**config.mk**
```make
export PLATFORM = sky130hd
export DESIGN_NAME = redirect_unit
export DESIGN_NICKNAME = d
export VERILOG_FILES = /design/src/rtl/redirect_unit.sv
export SDC_FILE = /design/constraint.sdc
export NUM_CORES = 1
export LEC_CHECK = 0
export CORE_ASPECT_RATIO = 1.5
export CORE_MARGIN = 10
export CORE_UTILIZATION = 52
export DETAILED_ROUTE_END_ITERATION = 10
export PLACE_DENSITY_LB_ADDON = 0.15
export RECOVER_POWER = 100
export SLEW_MARGIN = 30
export SYNTH_ARGS = -nofsm -noshare
export SYNTH_HDL_FRONTEND = slang
export SYNTH_SLANG_ARGS = --single-unit
```
**constraint.sdc**
```tcl
create_clock -name clk -period 12.8 [get_ports clk]
set_input_delay 3.2 -clock clk [delete_from_list [all_inputs] [get_ports clk]]
set_output_delay 3.2 -clock clk [all_outputs]
set_load 0.02 [all_outputs]
```
**src/rtl/redirect_unit.sv**
```systemverilog
// Control-transfer resolver beside EX: turns resolved branches/jumps and trap requests
// into a PC write plus pipeline flush, holding the redirect while the PC register is stalled.
module redirect_unit #(
  parameter logic [3:0] FLUSH_BRANCH = 4'b0011,
  parameter logic [3:0] FLUSH_TRAP   = 4'b0111,
  parameter int          CNT_W        = 16
) (
  input  logic             clk,
  input  logic             rst,
  input  logic             ex_valid,
  input  logic             ex_is_branch,
  input  logic             ex_is_jal,
  input  logic             ex_is_jalr,
  input  logic             ex_taken,
  input  logic [31:0]      ex_pc,
  input  logic [31:0]      ex_imm,
  input  logic [31:0]      ex_rs1,
  input  logic             trap_valid,
  input  logic [31:0]      trap_vector,
  input  logic             pc_stall,
  output logic             pc_w_enable,
  output logic [31:0]      pc_data,
  output logic [3:0]       flush_req,
  output logic             stall_req,
  output logic [31:0]      link_data,
  output logic             misalign_error,
  output logic [CNT_W-1:0] redirect_count
);

  typedef enum logic {IDLE, PENDING} state_e;

  state_e           state_q, state_d;
  logic [31:0]      pend_target_q, pend_target_d;
  logic             pend_trap_q, pend_trap_d;
  logic             misalign_error_q, misalign_error_d;
  logic [CNT_W-1:0] cnt_q, cnt_d;

  logic [31:0]      cand_target;
  logic             cand_redir;
  logic             ex_req;
  logic             ex_misalign;
  logic             consume;

  function automatic logic [CNT_W-1:0] sat_inc(input logic [CNT_W-1:0] v);
    return (&v) ? v : v + {{(CNT_W-1){1'b0}}, 1'b1};
  endfunction

  // Candidate target: jalr > jal > taken branch; not-taken branches are predicted correctly
  always_comb begin
    cand_target = '0;
    cand_redir  = 1'b0;
    if (ex_is_jalr) begin
      cand_target = (ex_rs1 + ex_imm) & 32'hFFFF_FFFE;
      cand_redir  = 1'b1;
    end else if (ex_is_jal) begin
      cand_target = ex_pc + ex_imm;
      cand_redir  = 1'b1;
    end else if (ex_is_branch && ex_taken) begin
      cand_target = ex_pc + ex_imm;
      cand_redir  = 1'b1;
    end
  end

  assign ex_req      = ex_valid && cand_redir && (cand_target[1:0] == 2'b00);
  assign ex_misalign = ex_valid && cand_redir && (cand_target[1:0] != 2'b00);

  always_comb begin
    state_d          = state_q;
    pend_target_d    = pend_target_q;
    pend_trap_d      = pend_trap_q;
    misalign_error_d = 1'b0;
    pc_w_enable      = 1'b0;
    pc_data          = '0;
    flush_req        = '0;
    consume          = 1'b0;
    case (state_q)
      IDLE: begin
        // A trap flushes the faulting EX instruction, so its misalignment is moot
        misalign_error_d = ex_misalign && !trap_valid;
        if (trap_valid || ex_req) begin
          pc_w_enable = 1'b1;
          pc_data     = trap_valid ? trap_vector : cand_target;
          flush_req   = trap_valid ? FLUSH_TRAP : FLUSH_BRANCH;
          if (pc_stall) begin
            pend_target_d = pc_data;
            pend_trap_d   = trap_valid;
            state_d       = PENDING;
          end else begin
            consume = 1'b1;
          end
        end
      end
      PENDING: begin
        // EX now holds a younger, flushed instruction; only a trap may override
        pend_target_d = trap_valid ? trap_vector : pend_target_q;
        pend_trap_d   = trap_valid | pend_trap_q;
        pc_w_enable   = 1'b1;
        pc_data       = pend_target_d;
        flush_req     = pend_trap_d ? FLUSH_TRAP : FLUSH_BRANCH;
        if (!pc_stall) begin
          consume = 1'b1;
          state_d = IDLE;
        end
      end
      default: state_d = IDLE;
    endcase
    cnt_d = consume ? sat_inc(cnt_q) : cnt_q;
  end

  always_ff @(posedge clk) begin
    if (rst) begin
      state_q          <= IDLE;
      pend_target_q    <= '0;
      pend_trap_q      <= 1'b0;
      misalign_error_q <= 1'b0;
      cnt_q            <= '0;
    end else begin
      state_q          <= state_d;
      pend_target_q    <= pend_target_d;
      pend_trap_q      <= pend_trap_d;
      misalign_error_q <= misalign_error_d;
      cnt_q            <= cnt_d;
    end
  end

  assign stall_req      = 1'b0;
  assign link_data      = ex_pc + 32'd4;
  assign misalign_error = misalign_error_q;
  assign redirect_count = cnt_q;

endmodule

```
==> results of run 1 <==
## worst max-delay path: cells and delay by family
kind            cells  cell delay, ns
simple gates        2            0.87
compound gates      2            1.58
buf+inv             4            2.40
## metal layers
layer | up-vias | wire length (µm)
met1 | 3782 | 9990
met5 | - | 0
met4 | 0 | 952
met3 | 71 | 2010
li1 | 3965 | -
met2 | 384 | 13300
## through the flow
stage	setup slack (ns)	hold WS [ns]	total power, mW	std cells
2_1_floorplan	3.85	0.437	0.424	982
3_3_place_gp	2.59	0.446	0.576	1312
3_5_place_dp	2.54	0.469	0.581	1314
4_1_cts	2.51	0.479	0.725	1322
5_1_grt	1.34	0.509	0.756	1322
6_report	1.51	0.477	0.718	1322
## registers in the layout (all words and copies together) (netlist names)
signal / cells
pend_target_q: 32
state_q: 1
pend_trap_q: 1
redirect_count: 16
misalign_error: 1
## cells by family after synthesis
kind of cell	after synthesis	share of synthesized area (%)
mux	11	1.60
xor+xnor	88	11.1
flops	51	14.7
fa+ha+maj	65	11.9
buf+inv	69	4.09
compound gates	322	31.3
other cells	1	0.0540
simple gates	374	25.3
## layout make-up
| type | count | share of cell area [%] |
|---|---|---|
| clock buffer | 5 | 1.34 |
| clock inverter | 3 | 0.296 |
| inverter | 14 | 0.564 |
| multi-input combinational | 862 | 60.6 |
| sequential | 51 | 11.0 |
| tap | 159 | 2.14 |
| timing repair buffer | 228 | 24.1 |
## synth_stat cells (6+ instances only)
master    instances
ha_1             63
dfxtp_1          51
nor2_1          116
xnor2_1          49
xor2_1           39
nand4_1          12
mux2i_1          10
nand2_1         105
a211oi_1         29
and2_1           16
inv_1            14
a21oi_1          92
o21bai_1          9
nand2b_1          7
a221o_1           6
and3_1           32
nor3_1           16
nand3_1          35
o21a_1            7
a221oi_1         10
a21o_1           45
or2_2             7
a21boi_0          7
buf_4             6
a31oi_1          11
nor2b_1           7
o21ai_0          46
o221ai_1          8
clkbuf_1         45
## report_power, final
group / internal (mW) / switching (mW)
logic: 0.172 / 0.224
clock network: 0.0745 / 0.0708
registers: 0.170 / 0.00654
total: 0.417 / 0.301
## path summary, 6_finish.rpt
kind,startpoint,to,slack (ns),cells after the start
worst max-delay path,trap_valid,pc_data[7],1.51,8
worst min-delay path,pend_target_q[0],pend_target_q[0],0.48,2
worst max register to register,state_q,pend_target_q[29],7.73,9
worst min register to register,pend_target_q[0],pend_target_q[0],0.48,2
==> flow_summary.json, run 1 <==
{
  "slew_headroom_pct": -59.4,
  "cpMaxStageDelayCell": "a21oi_1",
  "post-route-period-util_pct": 88.2,
  "ys.flop_type": "dfxtp_1",
  "slew_viol_final": 69,
  "routed-via-count": 8202,
  "initial_core_util_pct": 53.4,
  "syn2layout_area_growth_pct": 34.1,
  "antenna_cells": 0,
  "regArea_um2": 1020,
  "core-area_um2": 13000,
  "grt_busiest_layer": "met2",
  "clockBufferDepth": 2,
  "totalWireLength_mm": 26.3,
  "avgViaCountPerCell": 6.20,
  "htreeDepth": 2,
  "postLayoutCellArea_um2": 9310,
  "cts_buffers": 5,
  "grt_pass1_vias": 7999,
  "cts.reportedPaths.clkPinSlew_ns": 0.08,
  "synth_top_cell_by_area": "dfxtp_1",
  "failed_checks": "max-capacitance violations, max-slew violations",
  "start_kind": "input port",
  "drt_iter0_drc": 598,
  "setup_viol": 0,
  "fin_skew_ns": 0.00492,
  "hold_buffers": 0,
  "dieArea_um2": 18500,
  "use_met3_pct": 4.71,
  "die_x_um": 114,
  "powerDensity_nw_per_um2": 77.1,
  "hold_viol": 0,
  "status": "finished, violations left",
  "antenna_found_initial": 0,
  "cp-end-kind": "primary output",
  "rsz0062_at_grt": "false",
  "dpl.hpwl_mm": 21.4,
  "multi_input_area_um2": 5650,
  "ys_async_sr_fraction_pct": 0,
  "cts.sinks": 51,
  "place_area_um2": 9220,
  "cts_tree": "yes",
  "ir_drop_uv": 53.8,
  "die_height_um": 162,
  "wl_per_cell_um": 19.9,
  "fin_util_pct": 71.5,
  "total_leakage_power_nw": 3.95,
  "layout_common_cells": "136 x clkdlybuf4s50_1, 116 x nor2_1, 105 x nand2_1",
  "drtAntennaViolNets": 0,
  "worst_path_most_repeated_cell": "clkbuf_1",
  "use_met2_pct": 47.3,
  "synth_warnings": 0,
  "drc": 0,
  "root_buffer": "clkbuf_16",
  "synth_area_per_cell_um2": 7.08,
  "timing.fmax_ghz": 0.0885,
  "port_buffers": 221,
  "grt_util_met1_pct": 30.1,
  "grt_max_degree": 53,
  "drive_above_1_share_pct": 2.67,
  "grt_pass1_wl_mm": 40.9,
  "min_path_type": "register to register",
  "worstPathMaxFanout": 52,
  "layout.nets": 1364,
  "final.min_clock_period_ns": 11.29,
  "synth_cell_types": 71,
  "gp_congestion": 1.01,
  "gr-total-overflow": 0,
  "seq_area_frac_synth_pct": 14.7,
  "synth_area_leaders": "dfxtp_1 15%, ha_1 11%, a21oi_1 6.6%",
  "synth_top_cell_area_share_pct": 14.7,
  "cts_resized": 0,
  "final_common_cell": "clkdlybuf4s50_1",
  "fin_setup_tns_ns": 0,
  "slowest_delay_ns": 1.20,
  "fillerInstances": 1185,
  "top_level_ports": 224,
  "rows": 51,
  "path_class": "input port to primary output",
  "tightest_slew_ns": 2.39,
  "drtPass1Iterations": 5,
  "insertion_delay_ns": 0.30,
  "ys_seq_elements": 51,
  "gr-usage-all-layers_pct": 26.5,
  "cap_viol_max_count": 2,
  "post_cts_buffers": 0,
  "worstPathCellList": "buf_2 -> clkbuf_1 -> or2_2 -> a21oi_1 -> clkbuf_1 -> nor2_1 -> a221o_1 -> dlygate4sd3_1",
  "critPathArrivalTime_ns": 8.09,
  "synth_edf_count": 0,
  "syn_inst": 981,
  "mappedNetlistArea_um2": 6950,
  "crit_required_ns": 9.60
}
No activity file was read; power rests on OpenSTA's default activity.
==> run 2: changes to the inputs <==
--- a/config.mk
+++ b/config.mk
@@ -5,9 +5,11 @@
 export SDC_FILE = /design/constraint.sdc
 export NUM_CORES = 1
 export LEC_CHECK = 0
+export CELL_PAD_IN_SITES_DETAIL_PLACEMENT = 1
+export CELL_PAD_IN_SITES_GLOBAL_PLACEMENT = 1
 export CORE_ASPECT_RATIO = 1.5
 export CORE_MARGIN = 10
-export CORE_UTILIZATION = 52
+export CORE_UTILIZATION = 36
 export DETAILED_ROUTE_END_ITERATION = 10
 export PLACE_DENSITY_LB_ADDON = 0.15
 export RECOVER_POWER = 100
==> flow_summary.json, run 2 (synthesized netlist as in run 1, its figures left out) <==
{
  "cts_buffers": 5,
  "fin_skew_ns": 0.00625,
  "post-route-period-util_pct": 88.1,
  "cp-end-kind": "primary output",
  "postLayoutCellArea_um2": 9420,
  "layout_common_cells": "137 x clkdlybuf4s50_1, 116 x nor2_1, 105 x nand2_1",
  "setup_viol": 0,
  "grt_pass1_wl_mm": 47.4,
  "clockBufferDepth": 2,
  "antenna_found_initial": 0,
  "powerDensity_nw_per_um2": 77.6,
  "fin_setup_tns_ns": 0,
  "post_cts_buffers": 0,
  "fin_util_pct": 49.4,
  "slew_viol_final": 102,
  "layout.nets": 1363,
  "port_buffers": 221,
  "die_x_um": 133,
  "tightest_slew_ns": 2.45,
  "setup_slack_ns": 1.52,
  "dieArea_um2": 25400,
  "start_kind": "input port",
  "core-area_um2": 19100,
  "crit_required_ns": 9.60,
  "total_leakage_power_nw": 3.94,
  "hold_buffers": 0,
  "hold_viol": 0,
  "power_uw": 731,
  "critPathArrivalTime_ns": 8.08,
  "cts_tree": "yes",
  "largest-register": "pend_target_q",
  "place_area_um2": 9300,
  "dpl.hpwl_mm": 24.8,
  "syn2layout_area_growth_pct": 35.6,
  "failed_checks": "max-capacitance violations, max-slew violations",
  "insertion_delay_ns": 0.31,
  "grt_pass1_vias": 8536,
  "drive_above_1_share_pct": 2.50,
  "avgViaCountPerCell": 5.75,
  "root_buffer": "clkbuf_16",
  "gr-total-overflow": 0,
  "totalWireLength_mm": 30.4,
  "gp_congestion": 0.966,
  "initial_core_util_pct": 36.4,
  "ir_drop_uv": 46.2,
  "gr-usage-all-layers_pct": 22.8,
  "final.min_clock_period_ns": 11.28,
  "whs_ns": 0.461,
  "top_level_ports": 224,
  "status": "finished, violations left",
  "detailedPlace.worstSlack_ns": 2.47,
  "drc": 0,
  "routed-via-count": 8153,
  "worstPathMaxFanout": 52,
  "grt_max_degree": 53,
  "final_common_cell": "clkdlybuf4s50_1",
  "wl_per_cell_um": 21.4,
  "die_height_um": 190,
  "cts_resized": 0,
  "rsz0062_at_grt": "false",
  "min_path_type": "register to register",
  "drtPass1Iterations": 5,
  "drtAntennaViolNets": 0,
  "timing.fmax_ghz": 0.0886,
  "dpl.cell_count": 1410,
  "cts.reportedPaths.clkPinSlew_ns": 0.08,
  "antenna_cells": 0,
  "cap_viol_max_count": 2,
  "cts.sinks": 51,
  "rows": 62,
  "largest_register_ffs": 32,
  "slew_headroom_pct": -63.4,
  "fin_cells": 1418,
  "drt_iter0_drc": 469,
  "fillerInstances": 2462,
  "htreeDepth": 2,
  "path_class": "input port to primary output"
}
run 2: cell type report:
type | instances | area, µm² | area share [%]
Clock inverter | 3 | 27.5 | 0.292
Multi-Input combinational cell | 862 | 5630 | 59.8
Timing Repair Buffer | 227 | 2240 | 23.8
Sequential cell | 51 | 1020 | 10.8
Inverter | 14 | 52.6 | 0.558
Tap cell | 256 | 320 | 3.40
Clock buffer | 5 | 125 | 1.33
run 2: path summary, 6_finish.rpt:
check,startpoint,end,slack [ns],depth (start not counted)
max,trap_valid,pc_data[31],1.52,10
min,pend_target_q[0],pend_target_q[0],0.46,2
max reg2reg,state_q,pend_target_q[29],8.01,8
min reg2reg,pend_target_q[0],pend_target_q[0],0.46,2
run 2: power breakdown:
group	leakage, nW	total (mW)	internal [mW]	switching, mW
clock	0.0719	0.149	0.0746	0.0742
sequential	0.419	0.176	0.170	0.00597
combinational	3.45	0.406	0.173	0.233
run 2: worst max-delay path, cell delays in order:
cell,delay (ns)
buf_2,0.07
clkbuf_1,1.73
nor2_1,0.57
and2_0,0.85
and4_1,0.38
mux2i_1,0.17
nand3_1,0.11
a21oi_1,0.21
nor2_1,0.06
dlygate4sd3_1,0.70
run 2: layer usage:
layer | wire length (µm) | vias to the layer above | GRT usage (%)
met5 | 0 | - | 0
met4 | 646 | 0 | 5.75
li1 | - | 3947 | -
met2 | 16100 | 214 | 43.3
met1 | 12400 | 3952 | 25.9
met3 | 1260 | 40 | 2.93
==> run 3: changes to the inputs <==
--- a/config.mk
+++ b/config.mk
@@ -10,6 +10,7 @@
 export CORE_ASPECT_RATIO = 1.5
 export CORE_MARGIN = 10
 export CORE_UTILIZATION = 36
+export CTS_CLUSTER_SIZE = 10
 export DETAILED_ROUTE_END_ITERATION = 10
 export PLACE_DENSITY_LB_ADDON = 0.15
 export RECOVER_POWER = 100
==> results of run 3 <==
The final DEF is identical to that of run 2; final timing and power are the same.
